File: config.mk
export PLATFORM = sky130hd
export DESIGN_NAME = kamus_mem
export DESIGN_NICKNAME = d
export VERILOG_FILES = /design/src/rtl/kamus_mem.sv
export SDC_FILE = /design/constraint.sdc
export NUM_CORES = 1
export LEC_CHECK = 0
export BUFFER_PORTS_ARGS = -buffer_cell sky130_fd_sc_hd__buf_2
export CAP_MARGIN = 20
export CORE_ASPECT_RATIO = 0.75
export CORE_UTILIZATION = 39
export CTS_CLUSTER_DIAMETER = 60
export CTS_CLUSTER_SIZE = 14
export DETAILED_ROUTE_END_ITERATION = 6
export HOLD_SLACK_MARGIN = 0.12
export PLACE_DENSITY_LB_ADDON = 0.05
export SETUP_SLACK_MARGIN = 0.3
export SKIP_CTS_REPAIR_TIMING = 1
export SLEW_MARGIN = 20
export SYNTH_ARGS = -nofsm -noshare
export SYNTH_HDL_FRONTEND = slang
export SYNTH_SLANG_ARGS = --single-unit
File: constraint.sdc
create_clock -name clk_i -period 1.3 [get_ports clk_i]
set_input_delay 0.13 -clock clk_i [delete_from_list [all_inputs] [get_ports clk_i]]
set_output_delay 0.13 -clock clk_i [all_outputs]
set_load 0.1 [all_outputs]
File: src/rtl/kamus_mem.sv
// Memory-access stage: drives L1D loads/stores over req/gnt/rvalid and owns the MEM/WB register.
// Optional macro KAMUS_MISALIGN_TRAP_EN traps misaligned half/word accesses instead of aligning them down.
module kamus_mem #(
  parameter int XLEN = 32
) (
  input  logic            clk_i,
  input  logic            rst_i,
  input  logic            valid_exmem_reg_i,
  input  logic            regfile_wr_en_exmem_reg_i,
  input  logic [XLEN-1:0] alu_exmem_reg_i,
  input  logic [XLEN-1:0] rs2_data_exmem_reg_i,
  input  logic            mem_rd_en_exmem_reg_i,
  input  logic            mem_wr_en_exmem_reg_i,
  input  logic [1:0]      mem_size_exmem_reg_i,
  input  logic            mem_unsigned_exmem_reg_i,
  input  logic [1:0]      wb_mux_sel_exmem_reg_i,
  input  logic [4:0]      rd_addr_exmem_reg_i,
  output logic            l1d_req_o,
  output logic            l1d_we_o,
  output logic [XLEN-1:0] l1d_addr_o,
  output logic [3:0]      l1d_be_o,
  output logic [XLEN-1:0] l1d_wr_data_o,
  input  logic            l1d_gnt_i,
  input  logic            l1d_rvalid_i,
  input  logic [XLEN-1:0] l1d_rd_data_i,
  output logic            mem_stall_o,
  output logic            regfile_wr_en_memwb_reg_o,
  output logic [XLEN-1:0] alu_memwb_reg_o,
  output logic [XLEN-1:0] l1d_rd_data_memwb_reg_o,
  output logic [1:0]      wb_mux_sel_memwb_reg_o,
  output logic [4:0]      rd_addr_memwb_reg_o,
`ifdef KAMUS_MISALIGN_TRAP_EN
  output logic            misalign_exc_o,
`endif
  output logic [1:0]      state_dbg_o
);

  // Handshake: a request is accepted in the cycle req && gnt are both high; req and its
  // addr/we/be/data stay stable until then. rvalid is honoured only in WAIT_RVALID.
  typedef enum logic [1:0] {
    IDLE        = 2'd0,
    WAIT_GNT    = 2'd1,
    WAIT_RVALID = 2'd2
  } state_t;

  state_t          state_q, state_d;
  logic            mem_op, misalign, access, done, req;
  logic [1:0]      sh;
  logic [XLEN-1:0] lane, ld_data;

  assign mem_op = valid_exmem_reg_i & (mem_rd_en_exmem_reg_i | mem_wr_en_exmem_reg_i);

`ifdef KAMUS_MISALIGN_TRAP_EN
  always_comb begin
    misalign = 1'b0;
    case (mem_size_exmem_reg_i)
      2'b00:   misalign = 1'b0;
      2'b01:   misalign = alu_exmem_reg_i[0];
      default: misalign = |alu_exmem_reg_i[1:0];
    endcase
  end
`else
  assign misalign = 1'b0;
`endif

  assign access = mem_op & ~misalign;

  always_ff @(posedge clk_i) begin
    if (rst_i) state_q <= IDLE;
    else       state_q <= state_d;
  end

  always_comb begin
    state_d = state_q;
    req     = 1'b0;
    done    = 1'b0;
    unique case (state_q)
      IDLE, WAIT_GNT: begin
        if (access) begin
          req = 1'b1;
          if (l1d_gnt_i) begin
            if (mem_rd_en_exmem_reg_i) begin
              state_d = WAIT_RVALID;
            end else begin
              done    = 1'b1;
              state_d = IDLE;
            end
          end else begin
            state_d = WAIT_GNT;
          end
        end
      end
      WAIT_RVALID: begin
        if (l1d_rvalid_i) begin
          done    = 1'b1;
          state_d = IDLE;
        end
      end
      default: state_d = IDLE;
    endcase
  end

  // Reset masks the combinational outputs so a held EX/MEM op cannot re-request mid-reset.
  assign l1d_req_o   = req & ~rst_i;
  assign mem_stall_o = access & ~done & ~rst_i;
  assign state_dbg_o = state_q;

  assign l1d_we_o   = mem_wr_en_exmem_reg_i;
  assign l1d_addr_o = {alu_exmem_reg_i[XLEN-1:2], 2'b00};

  always_comb begin
    l1d_be_o      = 4'b1111;
    l1d_wr_data_o = rs2_data_exmem_reg_i;
    sh            = 2'b00;
    case (mem_size_exmem_reg_i)
      2'b00: begin
        l1d_be_o      = 4'b0001 << alu_exmem_reg_i[1:0];
        l1d_wr_data_o = {4{rs2_data_exmem_reg_i[7:0]}};
        sh            = alu_exmem_reg_i[1:0];
      end
      2'b01: begin
        l1d_be_o      = 4'b0011 << {alu_exmem_reg_i[1], 1'b0};
        l1d_wr_data_o = {2{rs2_data_exmem_reg_i[15:0]}};
        sh            = {alu_exmem_reg_i[1], 1'b0};
      end
      default: ;
    endcase
    lane = l1d_rd_data_i >> {sh, 3'b000};
    case (mem_size_exmem_reg_i)
      2'b00:   ld_data = mem_unsigned_exmem_reg_i ? {{(XLEN-8){1'b0}}, lane[7:0]}
                                                  : {{(XLEN-8){lane[7]}}, lane[7:0]};
      2'b01:   ld_data = mem_unsigned_exmem_reg_i ? {{(XLEN-16){1'b0}}, lane[15:0]}
                                                  : {{(XLEN-16){lane[15]}}, lane[15:0]};
      default: ld_data = lane;
    endcase
  end

  always_ff @(posedge clk_i) begin
    if (rst_i) begin
      regfile_wr_en_memwb_reg_o <= 1'b0;
      alu_memwb_reg_o           <= '0;
      l1d_rd_data_memwb_reg_o   <= '0;
      wb_mux_sel_memwb_reg_o    <= '0;
      rd_addr_memwb_reg_o       <= '0;
`ifdef KAMUS_MISALIGN_TRAP_EN
      misalign_exc_o            <= 1'b0;
`endif
    end else if (mem_stall_o) begin
      regfile_wr_en_memwb_reg_o <= 1'b0;
`ifdef KAMUS_MISALIGN_TRAP_EN
      misalign_exc_o            <= 1'b0;
`endif
    end else begin
      regfile_wr_en_memwb_reg_o <= valid_exmem_reg_i & regfile_wr_en_exmem_reg_i
                                   & ~(mem_op & misalign);
      alu_memwb_reg_o           <= alu_exmem_reg_i;
      wb_mux_sel_memwb_reg_o    <= wb_mux_sel_exmem_reg_i;
      rd_addr_memwb_reg_o       <= rd_addr_exmem_reg_i;
      if (done && mem_rd_en_exmem_reg_i) l1d_rd_data_memwb_reg_o <= ld_data;
`ifdef KAMUS_MISALIGN_TRAP_EN
      misalign_exc_o            <= mem_op & misalign;
`endif
    end
  end

endmodule

==> results.sh, run 1 <==
export IMPL_ios=259
export IMPL_synth_top_cells_by_area="dfxtp_1, a22o_1, buf_4"
export IMPL_portBuffers=256
export IMPL_status="aborted with a tool error"
export IMPL_dp_hpwl_um=10600
export IMPL_die_w_um=118
export IMPL_synthFlopType="dfxtp_1"
export IMPL_cts_buffers=9
export IMPL_syn_inst=433
export IMPL_lastStage="global routing"
export IMPL_dp_slack_ns=-0.160
export IMPL_ys_seq_area_share_pct=37.4
export IMPL_synthesis_area_um2=3970
export IMPL_worstEndpointGrtRepair="mem_stall_o"
export IMPL_die_h_um=89.3
export IMPL_grt_overflow=72
export IMPL_synth_seq_cells=74
export IMPL_cts_max_level=3
export IMPL_clk_path_buf_depth=2
export IMPL_worst_endpoint_kind="primary output"
export IMPL_grt_usage_pct=74.9
export IMPL_error="[ERROR GRT-0232] Routing congestion too high. Check the congestion heatmap in the GUI."
export IMPL_synthArstFlopShare_pct=0
export IMPL_cts_sinks=74
export IMPL_synth_most_common_cell="dfxtp_1"
export IMPL_ys_top_cells_by_count="dfxtp_1, nand2_1, buf_4, a22o_1, a211oi_1"
export IMPL_initial_core_util_pct=40.6
export IMPL_synth_edf_count=0
export IMPL_antenna_found_initial=5
export IMPL_synth_top_cell_by_area="dfxtp_1"
export IMPL_yosysUniqueCellTypes=39
export IMPL_avgSynthCellArea_um2=9.16
export IMPL_cts_root_buffer="clkbuf_16"
export IMPL_num_rows=31
export IMPL_grt_max_degree=43
export IMPL_ys_warn_count=0
export IMPL_yosys_area_top_type_share_pct=37.4
export IMPL_gp_congestion=0.878
==> cells by family after synthesis <==
family | after synthesis | share of synthesized area, %
compound gates | 156 | 30.9
other cells | 1 | 0.0946
flops | 74 | 37.4
buf+inv | 90 | 13.6
mux | 32 | 8.87
simple gates | 80 | 9.12
==> per-stage QoR <==
stage / cells / instance area, µm² / TNS [ns] / hold WS, ns / util [%]
after CTS: 801 / 6720 / -8.14 / 0.00846 / 68.7
after floorplan: 434 / 4740 / -16.90 / 0.255 / -
after detailed placement: 785 / 6400 / -7.90 / 0.346 / 65.5
after global placement: 785 / 6400 / -6.42 / 0.342 / 65.5
==> routing by layer <==
metal | overflow | track usage [%]
met3 | 0 | 52.5
met4 | 42 | 91.9
met1 | 0 | 73.2
met2 | 30 | 97.2
met5 | 0 | 0
==> run 2: changes to the inputs <==
- CORE_ASPECT_RATIO: 0.75 -> not set
- CORE_UTILIZATION: 39 -> 40
- CTS_CLUSTER_DIAMETER: 60 -> not set
- CTS_CLUSTER_SIZE: 14 -> not set
- HOLD_SLACK_MARGIN: 0.12 -> not set
- PLACE_DENSITY_LB_ADDON: 0.05 -> 0.15
- SETUP_SLACK_MARGIN: 0.3 -> not set
- clock period: 1.3 -> 1.7 ns (I/O delays scaled with it)
==> results.sh, run 2 <==
export IMPL_ys_warn_count=0
export IMPL_fill_cells=816
export IMPL_slew_viol_final=0
export IMPL_report_final_setup_viol=1
export IMPL_relSlewSlack_pct=56.2
export IMPL_grt_overflow=0
export IMPL_critPathCaptureType="output port"
export IMPL_core_area_um2=9420
export IMPL_rsz0062_at_grt="yes"
export IMPL_grt_max_degree=40
export IMPL_synthesis_area_um2=3970
export IMPL_violations="setup timing"
export IMPL_final_common_cell="buf_2"
export IMPL_cp_start_kind="register"
export IMPL_max_cap_viol_count=0
export IMPL_synth_top_cell_by_area="dfxtp_1"
export IMPL_multi_input_comb_area_um2=2030
export IMPL_drtPass1Iterations=5
export IMPL_cp_arrival_ns=1.54
export IMPL_reg_largest_list="alu_memwb_reg_o (32), l1d_rd_data_memwb_reg_o (32), rd_addr_memwb_reg_o (5)"
export IMPL_grt_pass1_vias=3745
export IMPL_cts_root_buffer="clkbuf_8"
export IMPL_final_util_pct=62.2
export IMPL_hp_class="input port to register"
export IMPL_drt_iter0_markers=207
export IMPL_finalCritPeriodShare_pct=101
export IMPL_cts_buffers=9
export IMPL_fmax_mhz=584
export IMPL_worst_ir_drop_vdd_v=0.000431
export IMPL_ys_seq_area_share_pct=37.4
export IMPL_dieArea_um2=10300
export IMPL_grt_usage_pct=24.0
export IMPL_num_antenna_cells=0
export IMPL_fin_nets=755
export IMPL_syn2layout_area_growth_pct=47.7
export IMPL_avgSynthCellArea_um2=9.16
export IMPL_dp_hpwl_um=9550
export IMPL_vias=4113
export IMPL_synth_most_common_cell="dfxtp_1"
export IMPL_die_w_um=102
export IMPL_synth_seq_cells=74
export IMPL_synth_top_cells_by_area="dfxtp_1, a22o_1, buf_4"
export IMPL_grt_pass1_wl_um=19000
export IMPL_final_antenna_net_count=0
export IMPL_cts_max_level=3
export IMPL_worst_endpoint_required_ns=1.53
export IMPL_hold_viol_final=0
export IMPL_layout_setup_ws_ns=-0.0110
export IMPL_yosysUniqueCellTypes=39
export IMPL_routed_wl_um=12800
export IMPL_path_class="register to output port"
export IMPL_fin_tns_setup_ns=-0.0110
export IMPL_detail_route_wl_per_cell_um=16.5
export IMPL_skew_ns=0.0125
export IMPL_fin_crit_ns=1.71
export IMPL_syn_inst=433
export IMPL_tightest_slew_ns=0.658
export IMPL_clk_path_buf_depth=2
export IMPL_ys_top_cells_by_count="dfxtp_1, nand2_1, buf_4, a22o_1, a211oi_1"
export IMPL_cts_tree="done"
export IMPL_leakagePower_nw=2.84
export IMPL_drive_above_1_share_pct=54.8
export IMPL_vias_per_cell=5.31
export IMPL_status="complete, but fails checks"
export IMPL_portBuffers=256
export IMPL_clock_latency_ns=0.35
export IMPL_die_h_um=102
export IMPL_ios=259
export IMPL_synthFlopType="dfxtp_1"
export IMPL_cts_clk_slew_worst_paths_ns=0.08
export IMPL_p_per_area_nw_per_um2=954
export IMPL_synth_edf_count=0
export IMPL_cts_sinks=74
export IMPL_seq_area_um2=1490
export IMPL_synthArstFlopShare_pct=0
export IMPL_yosys_area_top_type_share_pct=37.4
export IMPL_antenna_found_initial=1
export IMPL_cp_max_fo=6
export IMPL_num_rows=35
export IMPL_gp_congestion=0.827
export IMPL_drc=0
export IMPL_final_cell_mix="buf_2, dfxtp_1, a22o_1, a211oi_1, nand2_1"
export IMPL_initial_core_util_pct=42.1
## run 2: cell counts after synthesis
No cell type changed its count.
## run 2: power by group
group	internal, W	total, W	switching (W)
clock network	0.000622	0.00130	0.000681
logic	0.000599	0.00243	0.00183
registers	0.00181	0.00186	0.0000420
total	0.00303	0.00559	0.00256
## run 2: path summary, 6_finish.rpt
path / startpoint / endpoint / slack, ns / depth (start not counted)
worst max-delay path: state_dbg_o[0]$_SDFFE_PP0P_ / mem_stall_o / -0.01 / 5
worst min-delay path: rd_addr_exmem_reg_i[0] / rd_addr_memwb_reg_o[0]$_SDFFE_PP0N_ / 0.04 / 2
worst max register to register: state_dbg_o[1]$_SDFFE_PP0P_ / alu_memwb_reg_o[11]$_SDFFE_PP0N_ / 0.05 / 5
worst min register to register: rd_addr_memwb_reg_o[1]$_SDFFE_PP0N_ / rd_addr_memwb_reg_o[1]$_SDFFE_PP0N_ / 0.48 / 1
## run 2: per-stage QoR
| step | hold slack, ns | setup WS (ns) | power (W) | std cells | area (µm²) |
|---|---|---|---|---|---|
| floorplan | 0.296 | -0.542 | 0.00373 | 434 | 4050 |
| global placement | 0.383 | 0.0701 | 0.00429 | 754 | 5590 |
| detailed placement | 0.386 | 0.0342 | 0.00431 | 754 | 5590 |
| CTS | 0.0198 | -0.253 | 0.00562 | 770 | 5770 |
| global route | 0.0210 | -0.0810 | 0.00580 | 775 | 5860 |
| finish | 0.0374 | -0.0110 | 0.00559 | 775 | 5860 |
## run 2: final cells by class
class,instances,area share [%]
multi-input cells,270,34.7
repair buffers,277,33.4
flip-flops and latches,74,25.4
well taps,129,2.76
clock buffers,11,2.61
clock inverters,5,0.598
inverters,9,0.577
## run 2: logic make-up (layout without fill, tap and decap cells)
family,count (synthesis),count (layout),synth area share [%]
and+or+nand+nor,80,80,9.12
DFF,74,74,37.4
muxes,32,32,8.87
AOI/OAI and AO/OA,156,156,30.9
buffers and inverters,90,302,13.6
other,1,2,0.0946
## run 2: metal layers
metal	part of all wire, %	track usage (%)
met5	0.078	0
met1	41	28.3
met4	1.7	8.14
met3	7.3	6.42
met2	50	41.9
## run 2: worst max-delay path: stages (launching register included)
cell and delay [ns]:
dfxtp_4 0.38, inv_2 0.04, a311oi_2 0.25, nor2b_4 0.23, buf_12 0.13, buf_16 0.16
(Power assumes the default switching activity.)
